[config.mk]
export PLATFORM = sky130hd
export DESIGN_NAME = stage_ibuf
export DESIGN_NICKNAME = d
export VERILOG_FILES = /design/src/rtl/stage_ibuf.sv
export SDC_FILE = /design/constraint.sdc
export NUM_CORES = 1
export LEC_CHECK = 0
export ABC_CLOCK_PERIOD_IN_PS = 1660
export BUFFER_PORTS_ARGS = -buffer_cell sky130_fd_sc_hd__buf_2
export CAP_MARGIN = 40
export CORE_AREA = 2 2 39 41
export DETAILED_ROUTE_END_ITERATION = 12
export DIE_AREA = 0 0 41 43
export GPL_ROUTABILITY_DRIVEN = 0
export PLACE_DENSITY = 0.53
export SYNTH_ARGS = -nofsm -noshare
export SYNTH_HDL_FRONTEND = slang
export SYNTH_SLANG_ARGS = --single-unit
[constraint.sdc]
create_clock -name clk -period 1.66 [get_ports clk]
set_clock_uncertainty 0.05 [all_clocks]
set_input_delay 0.498 -clock clk [delete_from_list [all_inputs] [get_ports clk]]
set_output_delay 0.498 -clock clk [all_outputs]
set_load 0.05 [all_outputs]
[src/rtl/stage_ibuf.sv]
`default_nettype none
// ============================================================================
// Module   : stage_ibuf
// Brief    : Two-entry skid input buffer for a pipeline stage boundary.
//            Accepts an upstream valid/ready payload and presents it to the
//            consuming stage from the main register. A second (skid) entry
//            absorbs one cycle of back-pressure, so s_ready is a pure
//            function of registered state with no path from m_ready.
//            Optional flush port enabled by defining STAGE_IBUF_FLUSH_EN.
// Revision : 1.0 - initial release
// ============================================================================
module stage_ibuf #(
    parameter int WIDTH = 1
) (
    input  logic             clk,
    input  logic             rst_n,
    input  logic             s_valid,
    output logic             s_ready,
    input  logic [WIDTH-1:0] s_data,
    output logic             m_valid,
    input  logic             m_ready,
    output logic [WIDTH-1:0] m_data,
    output logic [1:0]       count
`ifdef STAGE_IBUF_FLUSH_EN
    ,
    input  logic             flush
`endif
);

    typedef enum logic [1:0] {
        S_EMPTY = 2'd0,
        S_ONE   = 2'd1,
        S_FULL  = 2'd2
    } state_t;

    state_t           state_q, state_d;
    logic [WIDTH-1:0] main_q, main_d;
    logic [WIDTH-1:0] skid_q, skid_d;

    // Next-state and data-path selection; data registers only change on capture.
    always_comb begin
        state_d = state_q;
        main_d  = main_q;
        skid_d  = skid_q;
        case (state_q)
            S_EMPTY: begin
                if (s_valid) begin
                    main_d  = s_data;
                    state_d = S_ONE;
                end
            end
            S_ONE: begin
                if (s_valid && m_ready) begin
                    // Back-to-back streaming: head is consumed and replaced.
                    main_d = s_data;
                end else if (s_valid) begin
                    skid_d  = s_data;
                    state_d = S_FULL;
                end else if (m_ready) begin
                    state_d = S_EMPTY;
                end
            end
            S_FULL: begin
                // s_ready is low here, so s_valid is ignored.
                if (m_ready) begin
                    main_d  = skid_q;
                    state_d = S_ONE;
                end
            end
            default: begin
                state_d = S_EMPTY;
            end
        endcase
`ifdef STAGE_IBUF_FLUSH_EN
        // Flush overrides any handshake; stale data is left in place.
        if (flush) begin
            state_d = S_EMPTY;
            main_d  = main_q;
            skid_d  = skid_q;
        end
`endif
    end

    // State and storage registers with synchronous active-low reset.
    always_ff @(posedge clk) begin
        if (!rst_n) begin
            state_q <= S_EMPTY;
            main_q  <= '0;
            skid_q  <= '0;
        end else begin
            state_q <= state_d;
            main_q  <= main_d;
            skid_q  <= skid_d;
        end
    end

    // Occupancy and handshake outputs decoded from registered state only.
    always_comb begin
        count   = 2'd0;
        m_valid = 1'b0;
        s_ready = 1'b1;
        case (state_q)
            S_ONE: begin
                count   = 2'd1;
                m_valid = 1'b1;
            end
            S_FULL: begin
                count   = 2'd2;
                m_valid = 1'b1;
                s_ready = 1'b0;
            end
            default: begin
                count   = 2'd0;
            end
        endcase
    end

    assign m_data = main_q;

endmodule
`default_nettype wire

# ---- Word level (Yosys, flattened, before mapping)
# Index checks and enable logic that the tools add are counted.
dict set report op_classes {
  add_sub_neg 0
  multipliers 0
  n_div 0
  magnitude_cmp 0
  n_eq_ne 7
  n_shift 0
  mux 13
  bitwise_logic 1
  n_reduce_logical 7
}
# operator count
set op_table {}
lappend op_table {{$mux W2} 5}
lappend op_table {{$ne A2 B2 Y1 const B} 4}
lappend op_table {{$reduce_and A4 Y1} 2}
lappend op_table {{$pmux W2 S3} 1}
lappend op_table {{$mux W1} 5}
lappend op_table {{$pmux W2 S2} 1}
lappend op_table {{$ne A3 B3 Y1 const B} 1}
lappend op_table {{$pmux W1 S3} 1}
lappend op_table {{$reduce_and A3 Y1} 1}
lappend op_table {{$reduce_bool A3 Y1} 1}
lappend op_table {{$eq A2 B1 Y1 const B} 1}
lappend op_table {{$eq A2 B2 Y1 const B} 1}
lappend op_table {{$logic_not A2 Y1} 1}
lappend op_table {{$reduce_or A2 Y1} 1}
lappend op_table {{$logic_and A1 B1 Y1} 1}
lappend op_table {{$not A1 Y1} 1}
dict set report totals {
  reg_bits 4
  latch_bits 0
  mem_bits_rw 0
  rom_bits 0
  inputBits 5
  out_inout_bits 5
  wordCells 31
  mem_count 0
}

# ---- Longest topological paths before layout
# Gate-level depths: netlist of the first run.
dict set report depth {
  word_depth 4
  mapped_depth 6
}

# ---- Worst setup path after synthesis of the first run
# OpenSTA, ideal clock, no wires.
dict set report synth_path {
  path_type {register to output}
  startpoint {register state_q[0]}
  endpoint {output s_ready}
  arrival_ns 1.349
  slack_ns -0.237
  path_stages_with_launch 4
  n_path_buf 0
  cell_sequence {dfxtp_1 inv_1 ha_1 inv_1}
}
dict set report synth_between {
  elab_chain_cells 2
}
# element line_no
set synth_lines {}
lappend synth_lines {{start, declared} 36} ;# state_t state_q, state_d;
lappend synth_lines {{start signal, assigned} 91} ;# state_q <= state_d;
lappend synth_lines {{$eq A2 B2 Y1} 102} ;# case (state_q)
lappend synth_lines {{$mux W1} 102}
lappend synth_lines {{end, declared} 18} ;# output logic s_ready,
# No other way between the ends.

# ---- Final worst setup path of the first run
dict set report layout_path {
  startpoint {register state_q[0]}
  endpoint {output m_valid}
}
dict set report layout_between {
  elab_chain_cells 3
}
# element line_no
set layout_lines {}
lappend layout_lines {{$eq A2 B2 Y1 or $eq A2 B1 Y1 (tied branches)} 102}
lappend layout_lines {{$reduce_or A2 Y1 (no source line) *} --}
lappend layout_lines {{$mux W1 *} 102}
lappend layout_lines {{end, declared} 20} ;# output logic m_valid,
# Every way passes the cells marked *; elsewhere a longest branch is shown, timed or not.

==> results of run 1 <==
layer usage:
metal | share of wire [%] | wire length [µm]
met2 | 57 | 351
met4 | 0 | 0
met1 | 39 | 241
met5 | 0 | 0
met3 | 3.9 | 24
registers in the layout (all words and copies together), names as in the netlist:
register	flops
state_q	2
m_data	1
skid_q	1
synth_stat cells:
cell	number
inv_1	5
nor2b_1	1
a21o_1	1
dfxtp_1	4
nor2_1	2
o221ai_1	1
a31oi_1	1
nand2_1	4
a21oi_1	2
mux2i_1	4
and4bb_1	1
ha_1	5
o211ai_1	1
nand3_1	3
a21boi_1	1
repair_timing:
action	CTS	global route
buffers inserted	0	1
pin swaps	0	0
gates resized for setup	8	2
setup endpoints to repair	4	3
how the worst max path moves through the flow:
stage                    start      end  depth (start not counted)
floorplan           state_q[0]  m_valid                          2
global placement    state_q[1]  m_valid                          3
detailed placement  state_q[1]  m_valid                          3
CTS                 state_q[1]  m_valid                          3
global route        state_q[1]  m_valid                          3
finish              state_q[0]  m_valid                          3
where the power goes:
group | leakage [µW] | internal [µW] | switching (µW)
Clock | 0.0000138 | 80.4 | 34.1
Sequential | 0.0000338 | 122 | 26.2
Combinational | 0.000147 | 163 | 263
Total | 0.000195 | 365 | 323
layout make-up:
type	instances	area, µm²
clock buffers	3	22.5
inverters	5	22.5
repair buffers	10	70.1
flip-flops and latches	4	85.1
multi-input cells	27	221
well taps	16	20.0
fillers	159	942
through the flow:
step,cells,utilization (%),power [µW]
6_report,65,31.9,689
5_1_grt,65,31.9,740
4_1_cts,64,30.9,687
3_5_place_dp,61,28.1,527
3_3_place_gp,61,28.1,517
2_1_floorplan,36,-,462
worst max-delay path, cell delays in order (launching register included):
cell     delay [ps]
dfxtp_2         370
inv_2            60
ha_1            300
buf_6           160
logic make-up after synthesis:
kind of cell | count (synthesis) | share of synthesized area (%)
AOI/OAI and AO/OA | 7 | 15.6
and+or+nand+nor | 11 | 18.4
muxes | 4 | 13.1
DFF | 4 | 26.2
buffers and inverters | 5 | 6.15
adders and majority gates | 5 | 20.5
layout by cell type (no fill, tap or decap):
cell	netlist	layout
a21boi_1	1	1
a21o_1	1	1
a21oi_1	2	2
a31oi_1	1	1
and4bb_1	1	1
buf_2	0	5
buf_4	0	3
buf_6	0	2
clkbuf_4	0	3
clkinvlp_4	0	1
dfxtp_1	4	2
dfxtp_2	0	1
dfxtp_4	0	1
ha_1	5	3
ha_2	0	1
ha_4	0	1
inv_1	5	3
inv_2	0	1
mux2i_1	4	4
nand2_1	4	4
nand3_1	3	3
nor2_1	2	2
nor2b_1	1	1
o211ai_1	1	1
o221ai_1	1	1
==> metrics.md, run 1 <==
| Metric | Value |
|---|---|
| Status | finished, violations left |
| Failing checks | setup timing |
| Reg2Reg Setup Slack | 180 ps |
| Initial Util | about 22% |
| Final setup vio count | 1 |
| Relative slew slack | roughly four fifths |
| Worst reg2reg path depth | 7 |
| Max Root-Sink Buffers | 2 |
| Worst-Margin Slew | about 320 ps |
| DR WL/cell | between 9 and 10 µm |
| GRT Max-Usage Layer | met2 |
| Global-route wire length before repair | slightly above 1000 µm |
| Total track usage | under 10% |
| Synthesized flop and latch total | 4 |
| Largest net degree at the start of global routing | 8 |
| Share of layout cells above drive strength 1 | between 30% and 40% |
| Final worst-path cycle share | 101% |
| Grt met3 use | approximately 3.1% |
| CTS tree | built |
| Final worst slack | -10.2 ps |
| Via count | between 200 and 300 |
| Reg2reg end | m_data |
| Pwr dens | roughly 1600 nW/µm² |
| TritonRoute pass-1 iters | 3 |
| Die H | ~43 µm |
| CTS sink count | 4 |
| Cell area after layout | about 440 µm² |
| Syn avg cell area | 8.48 µm² |
| Placed inst area | 389 µm² |
| Residual DRC count | 0 |
| Kind of critical path | reg -> out |
| Number of buffers created by CTS | 3 |
| Worst-path clk slew | approximately 40 ps |
| Max-Cap Viols | 0 |
| Vias in the first global route | 272 |
| FP Rows | 14 |
| Input/output buffers | 9 |
| X dimension of the die | about 40 µm |
| Yosys Warn Count | 0 |
| Hold endpoint | m_data |
| Hold_ws | 419 ps |
| Hold Path Stages | 2 |
| I/O Pins | 10 |
| Drt first-iter violations | 1 |
| Worst setup EP type | primary output |
| Initial antenna violation count | 0 |
| Detailed Place HPWL | around 530 µm |
| CP Launch Type | flip-flop |
| Final hold viol count | 0 |
| Setup Slack @ Placement | 49.9 ps |
| Crit path time final | roughly 1700 ps |
| Diode count | 0 |
| Max-slew violations | 0 |
| Placeable Area | between 1000 and 1500 µm² |
| Distinct cells, synth | 15 |
| Static leakage | approximately 0.00020 µW |
| Mapped cell area | 305 µm² |
| WP data required | roughly 1100 ps |
| Die ar. | about 1800 µm² |
| Setup TNS Final | -10.2 ps |
| Top-area cell type share of the netlist area | 26.2% |
| Critical Path Fanout Max | 5 |
| Max IR drop VDD | 0.596 mV |
| Post-detailed-route count of antenna-violating nets | 0 |
| P&R area growth vs syn | 44.7% |
| F_max | 599 MHz |
| Met1 Use GR | 8.04% |
| Syn Nets | 46 |
| H-tree depth | 1 |
| CTS Hold Bufs | 0 |
| Clk_lat worst skew | 230 ps |
| Mapped Cells | 36 |
| Root buf cell | clkbuf_4 |
| Number of nets in the layout | a little over 60 |
| Vias per std cell | roughly 4.4 |
| Cell taking the most area after synthesis | dfxtp_1 |
| Hold Startpoint | m_data |
| WP data arrival | between 1000 and 1500 ps |
| Seq/Total Area, Yosys | 26.2% |
| Reg2Reg Launch Point | state_q[0] |
| Final WL | a little over 600 µm |
| Met2 usage | 14.4% |
| RSZ-0062 raised after global routing | yes |
| Global route total overflow | 0 |
| Hold Path Class | reg -> reg |
| Top cells by area, synth | dfxtp_1 (26%), ha_1 (20%), mux2i_1 (13%) |
No activity file was read; power rests on OpenSTA's default activity.
==> run 2: changes to the inputs <==
- PLACE_DENSITY: 0.53 -> 0.52
- SKIP_CTS_REPAIR_TIMING: unset -> 1
==> run 2 against run 1 <==
The flow now finishes without violations. Combinational power decreased by 3%. Final area unchanged. Largest cell class unchanged. Worst setup slack improved by 29 ps. Hold slack improved by 5.0 ps. Critical path type unchanged. Count of clock-buffer cells in the layout unchanged. Cell count is the same. Clock power is essentially flat. Total power decreased by 1.2%. Sequential share of layout area is 0.57 points higher. First-iteration DRC count increased to 5.0 times the previous value. Largest power group unchanged.
==> metrics.md, run 2 (same netlist as run 1, synthesis figures left out) <==
| Metric | Value |
|---|---|
| Status | complete, no violations |
| Relative slew slack | 78.3% (-0.61 points) |
| Clk_lat worst skew | 230 ps (about the same) |
| TritonRoute pass-1 iters | 4 (+1) |
| Via count | 283 (-1.7%) |
| Final setup vio count | 0 (-1) |
| Final core occ | 31.9% (unchanged) |
| Most common cell after layout, fill and taps aside | buf_2 |
| Total track usage | 8.53% (-0.40 points) |
| Hold_ws | 424 ps (+4.99 ps) |
| Worst-path clk slew | 40 ps (about the same) |
| Max-slew violations | 0 (unchanged) |
| X dimension of the die | 41 µm (unchanged) |
| Net Switching | 319 µW (-1.4%) |
| Reg2Reg Setup Slack | 170 ps (about the same) |
| DR WL/cell | 9.48 µm (-0.16%) |
| Vias in the first global route | 250 (-8.1%) |
| Max IR drop VDD | 0.423 mV (-29%) |
| Fin cells | 65 (unchanged) |
| GRT Max-Usage Layer | met2 |
| Critical Path Fanout Max | 5 (unchanged) |
| CTS sink count | 4 (unchanged) |
| Hold Startpoint | m_data |
| Setup TNS Final | 0 ps (+10.2 ps) |
| Seq. cell area | 87.6 µm² (+2.9%) |
| Max-Cap Viols | 0 (unchanged) |
| Worst setup EP type | primary output |
| Global route total overflow | 0 (unchanged) |
| Residual DRC count | 0 (unchanged) |
| Pwr dens | 1540 nW/µm² (-1.2%) |
| Vias per std cell | 4.35 (-1.7%) |
| FP Rows | 14 (unchanged) |
| Reg2Reg Launch Point | state_q[0] |
| Clk pwr share | 16.7% (about the same) |
| Initial Util | 22.1% (unchanged) |
| Worst-Margin Slew | 326 ps (+9.16 ps) |
| Combinational share of power | 60.7% (-1.1 points) |
| I/O Pins | 10 (unchanged) |
| Final worst-path cycle share | 98.9% (-1.7 points) |
| Commonest non-fill, non-tap cells in the layout | buf_2 (6), nand2_1 (4), mux2i_1 (4) |
| Worst-path cell chain | inv_2, ha_1, buf_6 |
| Top reg by flops | state_q |
| Crit path time final | 1640 ps (-28.6 ps) |
| Diode count | 0 (unchanged) |
| P&R area growth vs syn | 44.7% (unchanged) |
| RSZ-0062 raised after global routing | yes |
| Number of nets in the layout | 61 (unchanged) |
| Input/output buffers | 9 (unchanged) |
| Post-detailed-route count of antenna-violating nets | 0 (unchanged) |
| Switching share of power | 46.9% (-0.10 points) |
| CTS tree | built |
| Number of buffers created by CTS | 3 (unchanged) |
| Hold Path Class | reg -> reg |
| CP max stage delay | 360 ps (about the same) |
| Root buf cell | clkbuf_4 |
| Dpl cells | 61 (unchanged) |
| Met2 usage | 13.1% (-1.2 points) |
| Share of layout cells above drive strength 1 | 40.8% (+2.0 points) |
| Worst reg2reg path depth | 7 (unchanged) |
| Global-route wire length before repair | 972 µm (-3.5%) |
| Met1 Use GR | 9.00% (+0.96 points) |
| WP data arrival | 1090 ps (-30 ps) |
| F_max | 609 MHz (+1.7%) |
| Sequential Power Share | 22.7% (+1.1 points) |
| Hold endpoint | m_data |
| Kind of critical path | reg -> out |
| Hold Path Stages | 2 (unchanged) |
| Placeable Area | 1380 µm² (unchanged) |
| Final WL | 616 µm (-0.16%) |
| Worst Setup SP | state_q[0] |
| Die ar. | 1760 µm² (unchanged) |
| Reg2reg end | m_data |
| Placed inst area | 389 µm² (unchanged) |
| H-tree depth | 1 (unchanged) |
| Initial antenna violation count | 0 (unchanged) |
| Static leakage | 0.000196 µW (+0.73%) |
| Die H | 43 µm (unchanged) |
| Max Root-Sink Buffers | 2 (unchanged) |
| CP Launch Type | flip-flop |
| Largest net degree at the start of global routing | 8 (unchanged) |
| P_int | 362 µW (-1.0%) |
| Grt met3 use | 1.57% (-1.6 points) |
| Detailed Place HPWL | 518 µm (-3.2%) |
| Area of the multi-input gates | 221 µm² (unchanged) |
| Max reg flops | 2 (unchanged) |
| Cell area after layout | 442 µm² (unchanged) |
| Critical path's slowest cell | dfxtp_4 |
| WP data required | 1110 ps (about the same) |
| Final hold viol count | 0 (unchanged) |
| Filler instances | 161 (+1.3%) |
| Drt first-iter violations | 5 (+4) |
run 2: worst max path at each step:
stage	to	slack, ps	depth (start not counted)
5_1_grt	m_valid	-20	3
3_5_place_dp	m_valid	60	3
2_1_floorplan	m_valid	80	2
4_1_cts	m_valid	-180	3
6_report	m_valid	20	3
3_3_place_gp	m_valid	80	3
run 2: final cells by class:
class                           count  area share [%]
Timing Repair Buffer               10            15.3
Sequential cell                     4            19.8
Tap cell                           16            4.53
Clock buffer                        3            5.10
Multi-Input combinational cell     27            50.1
Inverter                            5            5.10
run 2: through the flow:
stage / power [µW] / worst slack, ps
floorplan: 462 / 84.2
global placement: 518 / 81.5
detailed placement: 522 / 62.5
CTS: 642 / -185
global route: 732 / -15.7
finish: 680 / 18.4
run 2: metal layers:
| layer | vias up | part of all wire [%] |
|---|---|---|
| met2 | 4 | 55 |
| li1 | 152 | - |
| met1 | 127 | 42 |
| met3 | 0 | 3.6 |
| met5 | - | 0 |
| met4 | 0 | 0 |
run 2: power groups by stage:
stage	clock network [µW]	registers [µW]	logic [µW]
6_report	113	154	413
5_1_grt	128	156	449
4_1_cts	121	144	378
3_5_place_dp	0	145	377
3_3_place_gp	0	142	376
2_1_floorplan	0	157	305
run 2: worst max-delay path: cells and delay by family, from the launching register on:
kind / cells / cell delay, ps
flip-flops: 1 / 360
adder cells (fa/ha/maj): 1 / 290
buffers and inverters: 2 / 220
==> run 3: changes to the inputs <==
==> constraint.sdc (replaced) <==
create_clock -name clk -period 1.66 [get_ports clk]
set_clock_uncertainty 0.05 [all_clocks]
set_input_delay 0.083 -clock clk [delete_from_list [all_inputs] [get_ports clk]]
set_output_delay 0.083 -clock clk [all_outputs]
set_load 0.05 [all_outputs]
==> run 3 against run 2 <==
Non-clock buffer count decreased by 1. Largest power group unchanged. Global-route usage down 1.4 points. First-iteration DRC count fell by 40%. Core utilization decreased by 3.3 points. Clock power barely moved. Die area is the same. Combinational power is 13% lower. Final area is 10% lower. Register-to-register slack better by 30 ps.
==> metrics.md, run 3 (same netlist as run 1, synthesis figures left out) <==
| Metric | Value |
|---|---|
| Worst-path clk slew | 40 ps (about the same) |
| Final worst-path cycle share | 88.1% (-11 points) |
| Worst-Margin Slew | 324 ps (-2.07 ps) |
| Clk pwr share | 18.4% (+1.7 points) |
| Setup TNS Final | 0 ps (unchanged) |
| Number of buffers created by CTS | 3 (unchanged) |
| Kind of critical path | reg -> reg |
| CTS tree | built |
| Final hold viol count | 0 (unchanged) |
| RSZ-0062 raised after global routing | no |
| Initial antenna violation count | 0 (unchanged) |
| Final setup vio count | 0 (unchanged) |
| Detailed Place HPWL | 478 µm (-7.7%) |
| Hold Path Class | in -> reg |
| Net Switching | 301 µW (-5.5%) |
| Max-slew violations | 0 (unchanged) |
| DR WL/cell | 8.53 µm (-10%) |
| P&R area growth vs syn | 29.5% |
| Worst setup EP type | flip-flop |
| Initial Util | 22.1% (unchanged) |
| Max-Cap Viols | 0 (unchanged) |
| FP Rows | 14 (unchanged) |
| Root buf cell | clkbuf_4 |
| Clk_lat worst skew | 230 ps (about the same) |
| X dimension of the die | 41 µm (unchanged) |
| Worst reg2reg path depth | 6 (-1) |
| H-tree depth | 1 (unchanged) |
| Setup Slack @ Placement | 202 ps (+139 ps) |
| Input/output buffers | 9 (unchanged) |
| Residual DRC count | 0 (unchanged) |
| TritonRoute pass-1 iters | 3 (-1) |
| Combinational share of power | 58.7% (-2.0 points) |
| Global-route wire length before repair | 828 µm (-15%) |
| CP Launch Type | flip-flop |
| Max Root-Sink Buffers | 2 (unchanged) |
| Max reg flops | 2 (unchanged) |
| Reg2Reg Setup Slack | 200 ps (+30 ps) |
| Die H | 43 µm (unchanged) |
| Reg2reg end | m_data |
| Static leakage | 0.000184 µW (-6.1%) |
| Worst Setup SP | state_q[0] |
| Critical path's slowest cell | dfxtp_1 |
| Crit-path leading delay family | flip-flops |
| Hold Startpoint | s_data |
| Die ar. | 1760 µm² (unchanged) |
| Critical Path Fanout Max | 6 (+1) |
| Final WL | 546 µm (-11%) |
| Reg2Reg Launch Point | state_q[0] |
| CP Buf/Inv Count | 1 (-1) |
| Placeable Area | 1380 µm² (unchanged) |
| Pwr dens | 1560 nW/µm² (+0.96%) |
| F_max | 684 MHz (+12%) |
| Final worst slack | 198 ps (+179 ps) |
| I/O Pins | 10 (unchanged) |
| Hold endpoint | skid_q |
| Global route total overflow | 0 (unchanged) |
| WP data arrival | 1530 ps (+440 ps) |
| CTS sink count | 4 (unchanged) |
| P_int | 314 µW (-13%) |
| Sequential Power Share | 22.9% (+0.2 points) |
| Most common cell after layout, fill and taps aside | buf_2 |
| WP data required | 1730 ps (+620 ps) |
| Vias in the first global route | 237 (-5.2%) |
| Hold Path Stages | 3 (+1) |
| Worst-path cell chain | inv_1, ha_2, and4bb_1, a31oi_1, a21o_1, a21boi_1 |
| Crit path time final | 1460 ps (-179 ps) |
| Top reg by flops | state_q |
| Relative slew slack | 78.4% (+0.14 points) |
| Post-detailed-route count of antenna-violating nets | 0 (unchanged) |
| Max IR drop VDD | 0.560 mV (+32%) |
| Via count | 288 (+1.8%) |
| Drt first-iter violations | 3 (-2) |
| Status | complete, no violations |
| Commonest non-fill, non-tap cells in the layout | buf_2 (9), inv_1 (5) |
| Switching share of power | 49.0% (+2.1 points) |
| Largest net degree at the start of global routing | 8 (unchanged) |
| Total track usage | 7.13% (-1.4 points) |
| Share of layout cells above drive strength 1 | 27.1% (-14 points) |
| Diode count | 0 (unchanged) |
| Number of nets in the layout | 60 (-1.6%) |
| CP max stage delay | 400 ps (+40 ps) |
| Vias per std cell | 4.50 (+3.4%) |
-- run 3: worst min-delay path, delay by kind of cell --
| family | cells | cell delay [ps] |
|---|---|---|
| buf+inv | 1 | 90 |
| mux | 1 | 60 |
| simple gates | 1 | 90 |
-- run 3: through the flow --
step | util (%) | instances | cell area [µm²] | power (µW) | hold slack [ps]
detailed placement | 26.9 | 61 | 373 | 508 | 327
CTS | 28.6 | 64 | 395 | 626 | 94.4
global placement | 26.9 | 61 | 373 | 506 | 316
finish | 28.6 | 64 | 395 | 615 | 88.8
floorplan | - | 36 | 308 | 445 | 161
global route | 28.6 | 64 | 395 | 656 | 120
-- run 3: per-layer routing --
layer	vias to the layer above	share of wire, %	GRT usage [%]
li1	152	-	-
met1	132	42	6.75
met2	4	51	10.9
met3	0	6.2	4.71
met4	0	0	4.00
met5	-	0	0
-- run 3: power by group through the flow --
stage / clock (µW) / sequential (µW) / combinational [µW]
5_1_grt: 122 / 144 / 389
3_3_place_gp: 0 / 142 / 363
2_1_floorplan: 0 / 155 / 289
6_report: 113 / 141 / 361
4_1_cts: 118 / 141 / 367
3_5_place_dp: 0 / 143 / 366
-- run 3: cell type report --
cell class                      instances  area, µm²
Clock buffer                            3       22.5
Multi-Input combinational cell         27        209
Fill cell                             149        988
Tap cell                               16       20.0
Sequential cell                         4       80.1
Timing Repair Buffer                    9       45.0
Inverter                                5       18.8
-- run 3: worst max-delay path by stage --
stage	end	cells past startpoint
finish	m_data	6
global route	m_data	6
CTS	m_data	6
detailed placement	m_data	6
global placement	m_data	6
floorplan	state_q[0]	5
